File: config.mk
export PLATFORM = sky130hd
export DESIGN_NAME = alu_arbiter_flat
export DESIGN_NICKNAME = d
export VERILOG_FILES = /design/src/rtl/alu_arbiter_if.sv /design/src/rtl/alu_arbiter.sv /design/src/flat_wrapper.sv
export SDC_FILE = /design/constraint.sdc
export NUM_CORES = 1
export LEC_CHECK = 0
export ABC_AREA = 1
export BUFFER_PORTS_ARGS = -buffer_cell sky130_fd_sc_hd__buf_2
export CAP_MARGIN = 25
export CELL_PAD_IN_SITES_DETAIL_PLACEMENT = 2
export CELL_PAD_IN_SITES_GLOBAL_PLACEMENT = 2
export CORE_UTILIZATION = 27
export CTS_CLUSTER_DIAMETER = 80
export CTS_CLUSTER_SIZE = 25
export DETAILED_ROUTE_END_ITERATION = 10
export HOLD_SLACK_MARGIN = 0.15
export PLACE_DENSITY_LB_ADDON = 0.1
export RECOVER_POWER = 50
export SYNTH_ARGS = -nofsm -noshare
export SYNTH_HDL_FRONTEND = slang
export SYNTH_SLANG_ARGS = --single-unit
File: constraint.sdc
create_clock -name clk -period 2.9 [get_ports clk]
set_input_delay 0.29 -clock clk [delete_from_list [all_inputs] [get_ports clk]]
set_output_delay 0.29 -clock clk [all_outputs]
set_load 0.02 [all_outputs]
File: src/rtl/alu_arbiter_if.sv
// Bundle of requester, result and alu-side signals shared between alu_arbiter and its environment.
// slave is the arbiter's view; master is the requesters' and alu's view.
interface alu_arbiter_if #(
    parameter int N = 4
);
    logic         req0;
    logic         req1;
    logic [N-1:0] a0;
    logic [N-1:0] a1;
    logic [N-1:0] b0;
    logic [N-1:0] b1;
    logic [3:0]   opc0;
    logic [3:0]   opc1;
    logic         gnt0;
    logic         gnt1;
    logic         done0;
    logic         done1;
    logic [N-1:0] res;
    logic         zero;
    logic         carry;
    logic         busy;
    logic [N-1:0] alu_a;
    logic [N-1:0] alu_b;
    logic [2:0]   alu_op;
    logic         alu_op_sum;
    logic         alu_op_subt;
    logic [N-1:0] alu_result;
    logic         alu_carry_sum;
    logic         alu_carry_subt;

    modport slave (
        input  req0, req1, a0, a1, b0, b1, opc0, opc1,
        input  alu_result, alu_carry_sum, alu_carry_subt,
        output gnt0, gnt1, done0, done1, res, zero, carry, busy,
        output alu_a, alu_b, alu_op, alu_op_sum, alu_op_subt
    );

    modport master (
        output req0, req1, a0, a1, b0, b1, opc0, opc1,
        output alu_result, alu_carry_sum, alu_carry_subt,
        input  gnt0, gnt1, done0, done1, res, zero, carry, busy,
        input  alu_a, alu_b, alu_op, alu_op_sum, alu_op_subt
    );
endinterface

File: src/rtl/alu_arbiter.sv
// Round-robin sharing of one combinational alu between two requesters.
// Latches the winner's operands, waits LAT cycles for the alu to settle, then returns result and flags.
//
// state  | meaning
// S_IDLE | waiting for req0/req1; grant and operand latch on the sampling edge
// S_EXEC | alu inputs stable; down-counter runs to terminal count, then capture
// S_DONE | done pulse to owner; round-robin pointer updated
module alu_arbiter #(
    parameter int N   = 4,
    parameter int LAT = 1
) (
    input  logic          clk,
    input  logic          rst,
    alu_arbiter_if.slave  bus
);
    localparam int CW = (LAT > 1) ? $clog2(LAT) : 1;

    typedef enum logic [1:0] {
        S_IDLE = 2'd0,
        S_EXEC = 2'd1,
        S_DONE = 2'd2
    } state_t;

    state_t        r_state, w_state_nxt;
    logic [CW-1:0] r_cnt, w_cnt_nxt;
    logic          r_last, w_last_nxt;
    logic          r_owner, w_owner_nxt;
    logic          r_gnt0, w_gnt0_nxt;
    logic          r_gnt1, w_gnt1_nxt;
    logic          r_done0, w_done0_nxt;
    logic          r_done1, w_done1_nxt;
    logic [N-1:0]  r_res, w_res_nxt;
    logic          r_zero, w_zero_nxt;
    logic          r_carry, w_carry_nxt;
    logic [N-1:0]  r_alu_a, w_alu_a_nxt;
    logic [N-1:0]  r_alu_b, w_alu_b_nxt;
    logic [2:0]    r_alu_op, w_alu_op_nxt;
    logic          r_sum, w_sum_nxt;
    logic          r_subt, w_subt_nxt;
    logic          w_pick1;
    logic [3:0]    w_opc;

    // With both requesting, the one not served last wins.
    assign w_pick1 = bus.req1 & (~bus.req0 | ~r_last);
    assign w_opc   = w_pick1 ? bus.opc1 : bus.opc0;

    always_ff @(posedge clk or posedge rst) begin
        if (rst) begin
            r_state  <= S_IDLE;
            r_cnt    <= '0;
            r_last   <= 1'b1;
            r_owner  <= 1'b0;
            r_gnt0   <= 1'b0;
            r_gnt1   <= 1'b0;
            r_done0  <= 1'b0;
            r_done1  <= 1'b0;
            r_res    <= '0;
            r_zero   <= 1'b0;
            r_carry  <= 1'b0;
            r_alu_a  <= '0;
            r_alu_b  <= '0;
            r_alu_op <= '0;
            r_sum    <= 1'b0;
            r_subt   <= 1'b0;
        end else begin
            r_state  <= w_state_nxt;
            r_cnt    <= w_cnt_nxt;
            r_last   <= w_last_nxt;
            r_owner  <= w_owner_nxt;
            r_gnt0   <= w_gnt0_nxt;
            r_gnt1   <= w_gnt1_nxt;
            r_done0  <= w_done0_nxt;
            r_done1  <= w_done1_nxt;
            r_res    <= w_res_nxt;
            r_zero   <= w_zero_nxt;
            r_carry  <= w_carry_nxt;
            r_alu_a  <= w_alu_a_nxt;
            r_alu_b  <= w_alu_b_nxt;
            r_alu_op <= w_alu_op_nxt;
            r_sum    <= w_sum_nxt;
            r_subt   <= w_subt_nxt;
        end
    end

    always_comb begin
        w_state_nxt  = r_state;
        w_cnt_nxt    = r_cnt;
        w_last_nxt   = r_last;
        w_owner_nxt  = r_owner;
        w_gnt0_nxt   = 1'b0;
        w_gnt1_nxt   = 1'b0;
        w_done0_nxt  = 1'b0;
        w_done1_nxt  = 1'b0;
        w_res_nxt    = r_res;
        w_zero_nxt   = r_zero;
        w_carry_nxt  = r_carry;
        w_alu_a_nxt  = r_alu_a;
        w_alu_b_nxt  = r_alu_b;
        w_alu_op_nxt = r_alu_op;
        w_sum_nxt    = r_sum;
        w_subt_nxt   = r_subt;
        case (r_state)
            S_IDLE: begin
                if (bus.req0 | bus.req1) begin
                    w_owner_nxt  = w_pick1;
                    w_alu_a_nxt  = w_pick1 ? bus.a1 : bus.a0;
                    w_alu_b_nxt  = w_pick1 ? bus.b1 : bus.b0;
                    w_alu_op_nxt = w_opc[2:0];
                    w_sum_nxt    = (w_opc == 4'b1000);
                    w_subt_nxt   = (w_opc == 4'b1001);
                    w_cnt_nxt    = CW'(LAT - 1);
                    w_gnt0_nxt   = ~w_pick1;
                    w_gnt1_nxt   = w_pick1;
                    w_state_nxt  = S_EXEC;
                end
            end
            S_EXEC: begin
                if (r_cnt == '0) begin
                    w_res_nxt   = bus.alu_result;
                    w_zero_nxt  = (bus.alu_result == '0);
                    w_carry_nxt = r_sum  ? bus.alu_carry_sum  :
                                  r_subt ? bus.alu_carry_subt : 1'b0;
                    w_done0_nxt = ~r_owner;
                    w_done1_nxt = r_owner;
                    w_state_nxt = S_DONE;
                end else begin
                    w_cnt_nxt = r_cnt - CW'(1);
                end
            end
            S_DONE: begin
                w_last_nxt  = r_owner;
                w_state_nxt = S_IDLE;
            end
            default: w_state_nxt = S_IDLE;
        endcase
    end

    assign bus.gnt0        = r_gnt0;
    assign bus.gnt1        = r_gnt1;
    assign bus.done0       = r_done0;
    assign bus.done1       = r_done1;
    assign bus.res         = r_res;
    assign bus.zero        = r_zero;
    assign bus.carry       = r_carry;
    assign bus.busy        = (r_state != S_IDLE);
    assign bus.alu_a       = r_alu_a;
    assign bus.alu_b       = r_alu_b;
    assign bus.alu_op      = r_alu_op;
    assign bus.alu_op_sum  = r_sum;
    assign bus.alu_op_subt = r_subt;
endmodule

File: src/flat_wrapper.sv
// flat-port wrapper written by rule: the top's interface ports become plain ports
module alu_arbiter_flat 
#(
    parameter int N   = 4,
    parameter int LAT = 1
)
  (clk, rst, bus_req0, bus_req1, bus_a0, bus_a1, bus_b0, bus_b1, bus_opc0, bus_opc1, bus_alu_result, bus_alu_carry_sum, bus_alu_carry_subt, bus_gnt0, bus_gnt1, bus_done0, bus_done1, bus_res, bus_zero, bus_carry, bus_busy, bus_alu_a, bus_alu_b, bus_alu_op, bus_alu_op_sum, bus_alu_op_subt);
  alu_arbiter_if #(.N(N)) bus_i ();
  input  logic clk;
  input  logic rst;
  input wire logic [$bits(bus_i.req0)-1:0] bus_req0;
  input wire logic [$bits(bus_i.req1)-1:0] bus_req1;
  input wire logic [$bits(bus_i.a0)-1:0] bus_a0;
  input wire logic [$bits(bus_i.a1)-1:0] bus_a1;
  input wire logic [$bits(bus_i.b0)-1:0] bus_b0;
  input wire logic [$bits(bus_i.b1)-1:0] bus_b1;
  input wire logic [$bits(bus_i.opc0)-1:0] bus_opc0;
  input wire logic [$bits(bus_i.opc1)-1:0] bus_opc1;
  input wire logic [$bits(bus_i.alu_result)-1:0] bus_alu_result;
  input wire logic [$bits(bus_i.alu_carry_sum)-1:0] bus_alu_carry_sum;
  input wire logic [$bits(bus_i.alu_carry_subt)-1:0] bus_alu_carry_subt;
  output wire logic [$bits(bus_i.gnt0)-1:0] bus_gnt0;
  output wire logic [$bits(bus_i.gnt1)-1:0] bus_gnt1;
  output wire logic [$bits(bus_i.done0)-1:0] bus_done0;
  output wire logic [$bits(bus_i.done1)-1:0] bus_done1;
  output wire logic [$bits(bus_i.res)-1:0] bus_res;
  output wire logic [$bits(bus_i.zero)-1:0] bus_zero;
  output wire logic [$bits(bus_i.carry)-1:0] bus_carry;
  output wire logic [$bits(bus_i.busy)-1:0] bus_busy;
  output wire logic [$bits(bus_i.alu_a)-1:0] bus_alu_a;
  output wire logic [$bits(bus_i.alu_b)-1:0] bus_alu_b;
  output wire logic [$bits(bus_i.alu_op)-1:0] bus_alu_op;
  output wire logic [$bits(bus_i.alu_op_sum)-1:0] bus_alu_op_sum;
  output wire logic [$bits(bus_i.alu_op_subt)-1:0] bus_alu_op_subt;
  assign bus_i.req0 = bus_req0;
  assign bus_i.req1 = bus_req1;
  assign bus_i.a0 = bus_a0;
  assign bus_i.a1 = bus_a1;
  assign bus_i.b0 = bus_b0;
  assign bus_i.b1 = bus_b1;
  assign bus_i.opc0 = bus_opc0;
  assign bus_i.opc1 = bus_opc1;
  assign bus_i.alu_result = bus_alu_result;
  assign bus_i.alu_carry_sum = bus_alu_carry_sum;
  assign bus_i.alu_carry_subt = bus_alu_carry_subt;
  assign bus_gnt0 = bus_i.gnt0;
  assign bus_gnt1 = bus_i.gnt1;
  assign bus_done0 = bus_i.done0;
  assign bus_done1 = bus_i.done1;
  assign bus_res = bus_i.res;
  assign bus_zero = bus_i.zero;
  assign bus_carry = bus_i.carry;
  assign bus_busy = bus_i.busy;
  assign bus_alu_a = bus_i.alu_a;
  assign bus_alu_b = bus_i.alu_b;
  assign bus_alu_op = bus_i.alu_op;
  assign bus_alu_op_sum = bus_i.alu_op_sum;
  assign bus_alu_op_subt = bus_i.alu_op_subt;
  alu_arbiter #(.N(N), .LAT(LAT)) u_core (.clk(clk), .rst(rst), .bus(bus_i));
endmodule
==> impl_metrics.toml <==
[place]
place_ws_ns = 1.48
place_area_mm2 = 0.00155
placedCellCount = 237
gp_congestion = 0.662
dp_hpwl_mm = 2.76
portBuffers = 57

[power_and_ir_drop]
p_per_area_mw_per_mm2 = 1070
power.share.clock_pct = 13.2
totalPowerFinal_mw = 1.67
vdd_ir_drop_max_v = 0.000263
net-switching-power_uw = 770
pwr-share-comb_pct = 47.9
p_leak_nw = 0.824
p_seq_share_pct = 39.0
p_int_uw = 900
sw_frac_of_total_pct = 46.1

[yosys]
avgSynthCellArea_um2 = 9.10
synth.area.top_cells = "dfrtp_1 (54%), nand2_1 (8.7%), nor2_1 (6.2%)"
synth_area_mm2 = 0.00121
synthCells = 133
synth_top_area_share_pct = 53.8
synth_seq_cells = 27
yosysTopAreaCell = "dfrtp_1"
synth-seq-area-share_pct = 55.9
ys_warn_count = 0
synth_nets = 167
ys_types = 24

[floorplanning]
pin_count = 58
die_h_um = 68.9
die_x_um = 68.9
core-area_mm2 = 0.00414
rows = 23
die_area_mm2 = 0.00475
initial_utilization_pct = 29.2

[clock_tree]
path_clk_slew_ns = 0.09
cts_tree = "built"
cts_htree_levels = 1
cts_root_buf = "clkbuf_8"
cts_made_buffers = 3
cts_resized = 0
worstSkewPairLatency_ns = 0.27
cts_buffer_depth = 2
cts_sinks = 27

[finish]
area_delta_synth_final_pct = 29.6
stdcell_area_mm2 = 0.00157
layout-drive-gt1-share_pct = 36.5
layout_commonest_cell = "buf_2"
fillCellCount = 481
mostFrequentLayoutCells = "buf_2 (50), nand2_1 (29), dfrtp_1 (26), nor2_1 (20), o21ai_0 (13)"
regArea_um2 = 677
post-route-util_pct = 37.8
nNetsFinal = 227
final_cells = 242
antenna_cells = 0
multiInputGateArea_um2 = 442

[timing]
maxSlewHeadroom_pct = 28.3
drv_slew = 0
finalHoldWorstSlack_ns = 0.288
min_period_over_period_pct = 61.9
fin_crit_ns = 1.80
fin_skew_ns = 0.00695
setup_viol = 0
rsz0062_at_grt = "no"
tns_ns = 0
timing.final.ws_setup_ns = 1.11
fmax_mhz = 557
worst_pin_slew_ns = 1.08
hold_viol = 0

[grt]
antenna_found_initial = 0
overflow = 0
grt_usage_pct = 16.2
grt_max_degree = 20
first_global_vias = 1212
grt_first_pass_wirelength_mm = 5.52

[min_path]
hp-class = "primary input to flop"

[run_status]
outcome = "complete, no violations"

[worst_setup_path]
end_kind = "asynchronous set/reset pin"
crit_type = "primary input to asynchronous set/reset pin"
start_kind = "primary input"
crit_arrival_ns = 2.04
crit_path_max_fanout = 19
cp_data_required_time_ns = 3.14

[routing]
drt_pass1_iterations = 3
routedWlPerCell_um = 14.2
drc = 0
drt_wl_total_mm = 3.43
routed_via_density = 4.71
vias = 1140
ant_nets = 0
initialDrtViolationCount = 25

[flow_run]
cap_violations = 0
-- layout make-up --
type,count,area share [%]
clock buffer,3,2.63
clock inverter,1,0.479
inverter,12,3.03
multi-input combinational,90,28.2
sequential,27,43.2
tap,50,3.99
timing repair buffer,59,18.5
-- synthesized netlist by cell type --
| library cell | count |
|---|---|
| inv_4 | 1 |
| buf_8 | 1 |
| dfstp_2 | 1 |
| buf_2 | 2 |
| inv_1 | 10 |
| nand3b_1 | 1 |
| nand2_4 | 1 |
| nand3_1 | 6 |
| o21bai_1 | 1 |
| o31ai_1 | 1 |
| a31oi_1 | 2 |
| inv_2 | 1 |
| nor2_1 | 20 |
| o21ai_2 | 6 |
| nor2_2 | 4 |
| buf_6 | 1 |
| a21oi_1 | 2 |
| nand2_1 | 28 |
| o21ai_0 | 13 |
| nand4_1 | 1 |
| dfrtp_1 | 26 |
| nand2_2 | 2 |
| o21ai_4 | 1 |
| o21ai_1 | 1 |
-- critical path, cell delays in order --
cell and delay [ns]:
dlygate4sd3_1 0.53, buf_2 0.12, inv_1 0.25, clkbuf_1 0.84
-- final timing paths --
check                      cells after the start                      to           start  slack, ns
max                                            4     u_core.bus.alu_a[3]             rst       1.11
max in group clk                               7  u_core.bus.alu_op_subt   u_core.r_last       1.11
max reg2reg                                    7  u_core.bus.alu_op_subt   u_core.r_last       1.11
min                                            3     u_core.bus.alu_b[1]       bus_b1[1]       0.29
min in group asynchronous                      3        u_core.bus.done1             rst       0.50
min reg2reg                                    1        u_core.bus.done0  u_core.r_owner       0.44
-- what timing repair did --
action                                 CTS  global route
hold buffers                             1             0
endpoints found under the hold margin    8             0
buffers inserted                         0             0
-- sequential cells by signal, indices dropped and copies added, names as in the netlist, 2 cells and up --
register,cells
u_core.r_state,2
u_core.bus.alu_a,4
u_core.bus.alu_op,3
u_core.bus.alu_b,4
u_core.bus.res,4
-- power groups by stage --
stage	clock (mW)	combinational, mW	sequential, mW
6_report	0.220	0.799	0.651
5_1_grt	0.242	0.895	0.679
4_1_cts	0.230	0.836	0.655
3_5_place_dp	0	0.835	0.660
3_3_place_gp	0	0.796	0.651
2_1_floorplan	0	0.399	0.824
-- cell families after synthesis --
kind of cell / after synthesis / share of synthesized area (%)
AO/OA/AOI/OAI: 27 / 14.6
AND/OR/NAND/NOR: 63 / 22.5
buffers and inverters: 16 / 6.93
flip-flops: 27 / 55.9
-- layer usage --
| metal | global-route usage (%) | share of wire, % | vias to the layer above |
|---|---|---|---|
| li1 | - | - | 542 |
| met1 | 18.6 | 43 | 563 |
| met2 | 30.2 | 51 | 33 |
| met3 | 2.47 | 4.7 | 2 |
| met4 | 5.36 | 0.87 | 0 |
| met5 | 0 | 0 | - |
Power figures use the tool's default switching activity.
